### src/rtl/lcd_pkg.sv
// Shared types for the LCD refresh arbiter: panel status codes,
// arbiter FSM states and VRAM write-port widths.
package lcd_pkg;

   localparam int ROW_W  = 7;
   localparam int COL_W  = 2;
   localparam int DATA_W = 32;

   typedef enum logic [1:0] {
      LCD_INIT   = 2'd0,
      LCD_READY  = 2'd1,
      LCD_BUSY   = 2'd2,
      LCD_FINISH = 2'd3
   } lcd_status_t;

   typedef enum logic [1:0] {
      S_WAIT_INIT = 2'd0,
      S_IDLE      = 2'd1,
      S_REFRESH   = 2'd2,
      S_RELEASE   = 2'd3
   } arb_state_t;

endpackage

### src/rtl/lcd_rr_arb2.sv
// Two-way round-robin picker with its pointer flop.
// Ports: clk, rst (async, active-high), en, req[1:0] -> gnt[1:0] (one-hot or 0).
module lcd_rr_arb2 (
   input  logic       clk,
   input  logic       rst,
   input  logic       en,
   input  logic [1:0] req,
   output logic [1:0] gnt
);

   // High when port B should win a tie (A was granted last).
   logic prefer_b;

   always_comb begin
      gnt = 2'b00;
      if (en) begin
         if (req[0] && (!req[1] || !prefer_b))
            gnt = 2'b01;
         else if (req[1])
            gnt = 2'b10;
      end
   end

   always_ff @(posedge clk or posedge rst) begin
      if (rst)
         prefer_b <= 1'b0;
      else if (|gnt)
         prefer_b <= gnt[0];
   end

endmodule

### src/rtl/lcd_refresh_arbiter.sv
// Arbitrates lcd_top VRAM writes between ports A/B and owns I_refresh.
// Ports: clk, rst; a_*/b_* req/row/col/data/ack; sw_refresh; lcd_status;
//   lcd_vram_we/row/col/data, lcd_refresh; busy, dirty, frame_cnt.
// Optional: LCD_ARB_AUTO_REFRESH_EN enables the dirty-gated refresh timer.
module lcd_refresh_arbiter
   import lcd_pkg::*;
#(
   parameter int REFRESH_PERIOD = 5_000_000,
   parameter int TIMER_W        = 32
) (
   input  logic              clk,
   input  logic              rst,
   input  logic              a_req,
   input  logic [ROW_W-1:0]  a_row,
   input  logic [COL_W-1:0]  a_col,
   input  logic [DATA_W-1:0] a_data,
   output logic              a_ack,
   input  logic              b_req,
   input  logic [ROW_W-1:0]  b_row,
   input  logic [COL_W-1:0]  b_col,
   input  logic [DATA_W-1:0] b_data,
   output logic              b_ack,
   input  logic              sw_refresh,
   input  logic [1:0]        lcd_status,
   output logic              lcd_vram_we,
   output logic [ROW_W-1:0]  lcd_row,
   output logic [COL_W-1:0]  lcd_col,
   output logic [DATA_W-1:0] lcd_data,
   output logic              lcd_refresh,
   output logic              busy,
   output logic              dirty,
   output logic [15:0]       frame_cnt
);

   arb_state_t  state;
   lcd_status_t status;
   logic        pending;
   logic        timer_fire;
   logic        refresh_req;
   logic        grant_en;
   logic        refresh_go;
   logic        st_ready;
   logic        st_finish;
   logic [1:0]  elig;
   logic [1:0]  gnt;

   logic [ROW_W-1:0]  w_row;
   logic [COL_W-1:0]  w_col;
   logic [DATA_W-1:0] w_data;

   assign status    = lcd_status_t'(lcd_status);
   assign st_ready  = (status == LCD_READY);
   assign st_finish = (status == LCD_FINISH);

   // A request arriving this very cycle already blocks writes, so a
   // simultaneous sw_refresh and req resolves in favour of the refresh.
   assign refresh_req = pending | sw_refresh | timer_fire;
   assign grant_en    = (state == S_IDLE) & st_ready & ~refresh_req;
   // Never start a refresh while a write is on the VRAM port.
   assign refresh_go  = (state == S_IDLE) & refresh_req & ~lcd_vram_we;

   // A port is ineligible in its own ack cycle.
   assign elig = {b_req & ~b_ack, a_req & ~a_ack};

   lcd_rr_arb2 u_rr (
      .clk (clk),
      .rst (rst),
      .en  (grant_en),
      .req (elig),
      .gnt (gnt)
   );

   always_comb begin
      w_row  = a_row;
      w_col  = a_col;
      w_data = a_data;
      unique case (1'b1)
         gnt[1]: begin
            w_row  = b_row;
            w_col  = b_col;
            w_data = b_data;
         end
         default: ;
      endcase
   end

`ifdef LCD_ARB_AUTO_REFRESH_EN
   localparam logic [TIMER_W-1:0] T_LAST = TIMER_W'(REFRESH_PERIOD - 1);

   logic [TIMER_W-1:0] timer;
   logic               t_wrap;

   assign t_wrap     = (state == S_IDLE) && (timer == T_LAST);
   assign timer_fire = t_wrap & dirty;

   always_ff @(posedge clk or posedge rst) begin
      if (rst)
         timer <= '0;
      else if (state == S_IDLE)
         timer <= t_wrap ? '0 : timer + TIMER_W'(1);
   end
`else
   logic unused_cfg;

   assign timer_fire = 1'b0;
   assign unused_cfg = ^{32'(REFRESH_PERIOD), 32'(TIMER_W)};
`endif

   // busy is registered so every output reads 0 while in reset; it
   // follows the state register from the first clock onward.
   always_ff @(posedge clk or posedge rst) begin
      if (rst) begin
         state       <= S_WAIT_INIT;
         pending     <= 1'b0;
         a_ack       <= 1'b0;
         b_ack       <= 1'b0;
         lcd_vram_we <= 1'b0;
         lcd_row     <= '0;
         lcd_col     <= '0;
         lcd_data    <= '0;
         lcd_refresh <= 1'b0;
         busy        <= 1'b0;
         dirty       <= 1'b0;
         frame_cnt   <= '0;
      end else begin
         lcd_vram_we <= |gnt;
         a_ack       <= gnt[0];
         b_ack       <= gnt[1];
         if (|gnt) begin
            lcd_row  <= w_row;
            lcd_col  <= w_col;
            lcd_data <= w_data;
            dirty    <= 1'b1;
         end

         if (refresh_go)
            pending <= 1'b0;
         else if (refresh_req)
            pending <= 1'b1;

         unique case (state)
            S_WAIT_INIT: begin
               busy <= ~st_ready;
               if (st_ready)
                  state <= S_IDLE;
            end
            S_IDLE: begin
               busy <= refresh_go;
               if (refresh_go) begin
                  state       <= S_REFRESH;
                  lcd_refresh <= 1'b1;
                  dirty       <= 1'b0;
               end
            end
            S_REFRESH: begin
               busy <= 1'b1;
               if (st_finish) begin
                  state       <= S_RELEASE;
                  lcd_refresh <= 1'b0;
                  frame_cnt   <= frame_cnt + 16'd1;
               end
            end
            S_RELEASE: begin
               busy <= ~st_ready;
               if (st_ready)
                  state <= S_IDLE;
            end
         endcase
      end
   end

endmodule

### config.mk
export PLATFORM = sky130hd
export DESIGN_NAME = lcd_refresh_arbiter
export DESIGN_NICKNAME = d
export VERILOG_FILES = /design/src/rtl/lcd_pkg.sv /design/src/rtl/lcd_rr_arb2.sv /design/src/rtl/lcd_refresh_arbiter.sv
export SDC_FILE = /design/constraint.sdc
export NUM_CORES = 1
export LEC_CHECK = 0
export ABC_AREA = 1
export CAP_MARGIN = 30
export CORE_MARGIN = 3
export CORE_UTILIZATION = 37
export CTS_CLUSTER_SIZE = 25
export DETAILED_ROUTE_END_ITERATION = 10
export GPL_TIMING_DRIVEN = 1
export PLACE_DENSITY = 0.77
export RECOVER_POWER = 25
export SLEW_MARGIN = 30
export SYNTH_ARGS = -nofsm -noshare
export SYNTH_HDL_FRONTEND = slang
export SYNTH_HIERARCHICAL = 1
export SYNTH_SLANG_ARGS = --single-unit
### constraint.sdc
create_clock -name clk -period 2.15 [get_ports clk]
set_input_delay 0.43 -clock clk [delete_from_list [all_inputs] [get_ports clk]]
set_output_delay 0.43 -clock clk [all_outputs]
set_load 0.05 [all_outputs]
==> summary.txt <==
Die
  – Die Ht: around 98 um
  – Die area: around 0.0097 mm^2
  – Core area: approximately 0.0083 mm^2
  – Initial Utilization: approximately two fifths
  – Top Ports: between 150 and 200
  – Rows: 33
  – Die width: 98.28 um

Cells and area
  – Nets: between 600 and 700
  – Final cell count without fillers: about 650
  – Area growth syn-to-layout: 59.73%
  – Share of layout cells above drive strength 1: under 10%
  – Most frequent cells in the layout: clkdlybuf4s50_1 (150), nand2_1 (121), nand3_1 (90), dfrtp_1 (67), inv_1 (25)
  – Post-route cell area: between 0.005 and 0.006 mm^2
  – Most common cell after layout, fill and taps aside: clkdlybuf4s50_1
  – ANT cells: 0

Critical path
  – Critical path cell sequence: clkdlybuf4s50_1
  – Flop2flop setup slack: 0.16 ns
  – Worst reg2reg startpoint: state[1]$_DFFE_PP0P_
  – WP data required: approximately 1.7 ns
  – CP delay by family, top: buffers and inverters
  – Crit path launch: frame_cnt[8]$_DFFE_PP0P_
  – WP data arrival: 1.61 ns
  – Worst Reg-to-Reg Cells: 11
  – Crit path max fanout: 4
  – CP max stage delay: 0.84 ns
  – Crit path capture type: primary output
  – Worst Setup Path Type: flip-flop to primary output
  – Critical Path Source Type: flip-flop
  – FF-to-FF End: lcd_data[1]$_DFFE_PP0P_
  – Slowest CP cell: clkdlybuf4s50_1
  – WP buf/inv: 1

STA
  – Unrepaired setup endpoints after global routing: false
  – Final WS setup: between 0.1 and 0.15 ns
  – Least-Margin Pin Slew: 1.338 ns
  – Worst hold slack: approximately 0.43 ns
  – F_max: roughly 0.5 GHz
  – Hold Violations, Final: 0
  – Final Setup Violations: 0
  – Final Skew: between 0.005 and 0.006 ns
  – Slew Viols, Final: 0
  – Minimum clock period: ~2.0 ns
  – Fin Setup TNS: 0 ns
  – Fin crit share: between 90% and 100%
  – Slew HR: roughly 11%

Global route
  – First-pass GRT wire length: between 10000 and 15000 um
  – Maximum number of pins on one net before global-route repair: 43
  – Overall routing resource usage: between 10% and 20%
  – Vias in the first global route: between 3000 and 4000
  – Total congestion overflow: 0
  – Initial antenna violation count: 0

Power
  – Worst vdd ir: between 800 and 900 uV
  – Cell internal pwr: 3344 uW
  – PwrDens: around 1300 mW/mm^2
  – Switching power: roughly 3000 uW
  – Power share of the combinational group: 54.0%
  – Lkg Pwr: about 0.0023 uW
  – Flop pwr share: 32.1%
  – Power share of the clock group: 13.9%
  – Switch share: between 40% and 50%

Synth
  – Top cells by area, synth: dfrtp_1 (53%), nand2_1 (15%), nand3_1 (14%), inv_1 (3.1%), nor2_1 (2.0%)
  – Netlist cell types: 28
  – Post-synth top area share: 53.22%
  – Post-Synthesis Cell Area: roughly 0.0032 mm^2
  – Ys Warns: 6
  – Cells after Synth: 378
  – Syn nets: 470
  – Seq cells post-synth: 67
  – Seq/Total Area, Yosys: a little over half
  – Syn avg cell area: about 8.3 um^2
  – Area leader, netlist: dfrtp_1

Routing
  – Drt drc: 0
  – Vias: 3131
  – Vias per cell: between 4 and 5
  – Pre-antenna DRT Iters: 4
  – DR iter-0 viols: 94
  – Detail Route Antenna Nets: 0
  – Routed wire length: approximately 8900 um
  – Avg WL per Cell: ~14 um

CTS
  – Post-cts sizing count: 0
  – CTS Hold Bufs: 0
  – Clock slew at reported path FFs: approximately 0.070 ns
  – CTS tree: yes
  – TritonCTS buffer count: 9
  – Clock sinks: between 60 and 70
  – Number of post-CTS setup repair buffers: 0
  – Maximum buffer depth of the clock tree: 2
  – Clock insertion delay at the later pin of the skew report: 0.32 ns
  – Root buffer cell: clkbuf_8
  – H-tree Lvls: 3

Placement
  – Hpwl dp: 6742 um
  – Placed cells: 630
  – GPL Wtd Cong: a little over 0.8
  – Pre-CTS setup slack: -0.1954 ns
  – IO buf count: 151
  – Placed Instance Area: approximately 0.005 mm^2

Job
  – Max_cap viols: 0

Outcome
  – Status: complete, no violations

Hold path
  – Hold Crit Class: input pin to asynchronous set/reset pin
per-layer routing:
metal,global-route usage (%),share of wire [%],vias up,wire [um]
li1,-,-,1531,-
met5,0,0,-,0
met2,29.27,48,128,4304
met1,22.84,41,1458,3673
met3,6.000,9.0,14,805
met4,7.983,1.8,0,160
flip-flops by register name, indices dropped and copies added, names as in the netlist:
signal,count
b_ack,1
lcd_vram_we,1
state,2
lcd_row,7
a_ack,1
dirty,1
busy,1
lcd_data,32
frame_cnt,16
pending,1
lcd_refresh,1
lcd_col,2
u_rr/prefer_b,1
stage by stage:
stage	total power, uW	util, %
2_1_floorplan	4174	-
3_3_place_gp	5420	58.83
3_5_place_dp	5481	58.83
4_1_cts	6387	60.77
5_1_grt	6680	60.94
6_report	6345	60.94
power groups by stage:
stage	Combinational [uW]	Sequential, uW	Clock (uW)
2_1_floorplan	625	3550	0
3_3_place_gp	3370	2050	0
3_5_place_dp	3430	2050	0
4_1_cts	3440	2040	910
5_1_grt	3620	2100	955
6_report	3420	2040	881
cells in the mapped netlist (all sizes together):
cell type / instances
a31oi: 1
inv: 26
nand3b: 1
nor2: 21
nand3: 91
and2: 1
clkbuf: 12
nor3: 1
a21oi: 1
dfrtp: 67
xor2: 5
o21ai: 8
nor4: 1
ha: 3
nand2: 124
xnor2: 5
buf: 6
nand4: 2
clkinv: 1
or2: 1
worst max-delay path by stage:
stage          cells after the start                 endpoint
4_1_cts                           11  lcd_data[2]$_DFFE_PP0P_
3_5_place_dp                      11  lcd_data[3]$_DFFE_PP0P_
2_1_floorplan                      1          a_ack$_DFF_PP0_
6_report                           1             frame_cnt[8]
5_1_grt                           11   lcd_row[4]$_DFFE_PP0P_
3_3_place_gp                      11  lcd_data[1]$_DFFE_PP0P_
final cells by class:
cell class / count / area (um^2)
Tap cell: 105 / 131.4
Clock inverter: 3 / 15.01
Sequential cell: 67 / 1677
Inverter: 27 / 102.6
Fill cell: 728 / 3226
Multi-Input combinational cell: 266 / 1301
Clock buffer: 12 / 145.1
Timing Repair Buffer: 165 / 1660
kinds of logic (layout without fill, tap and decap cells):
kind of cell             Yosys count  count (layout)  synth area share [%]
AO/OA/AOI/OAI                     10              10                 1.628
XOR/XNOR                          10              10                 3.018
adder cells (fa/ha/maj)            3               3                 1.192
buffers and inverters             45             207                 6.473
flip-flops                        67              67                 53.22
AND/OR/NAND/NOR                  243             243                 34.47
No activity file was read; power rests on OpenSTA's default activity.
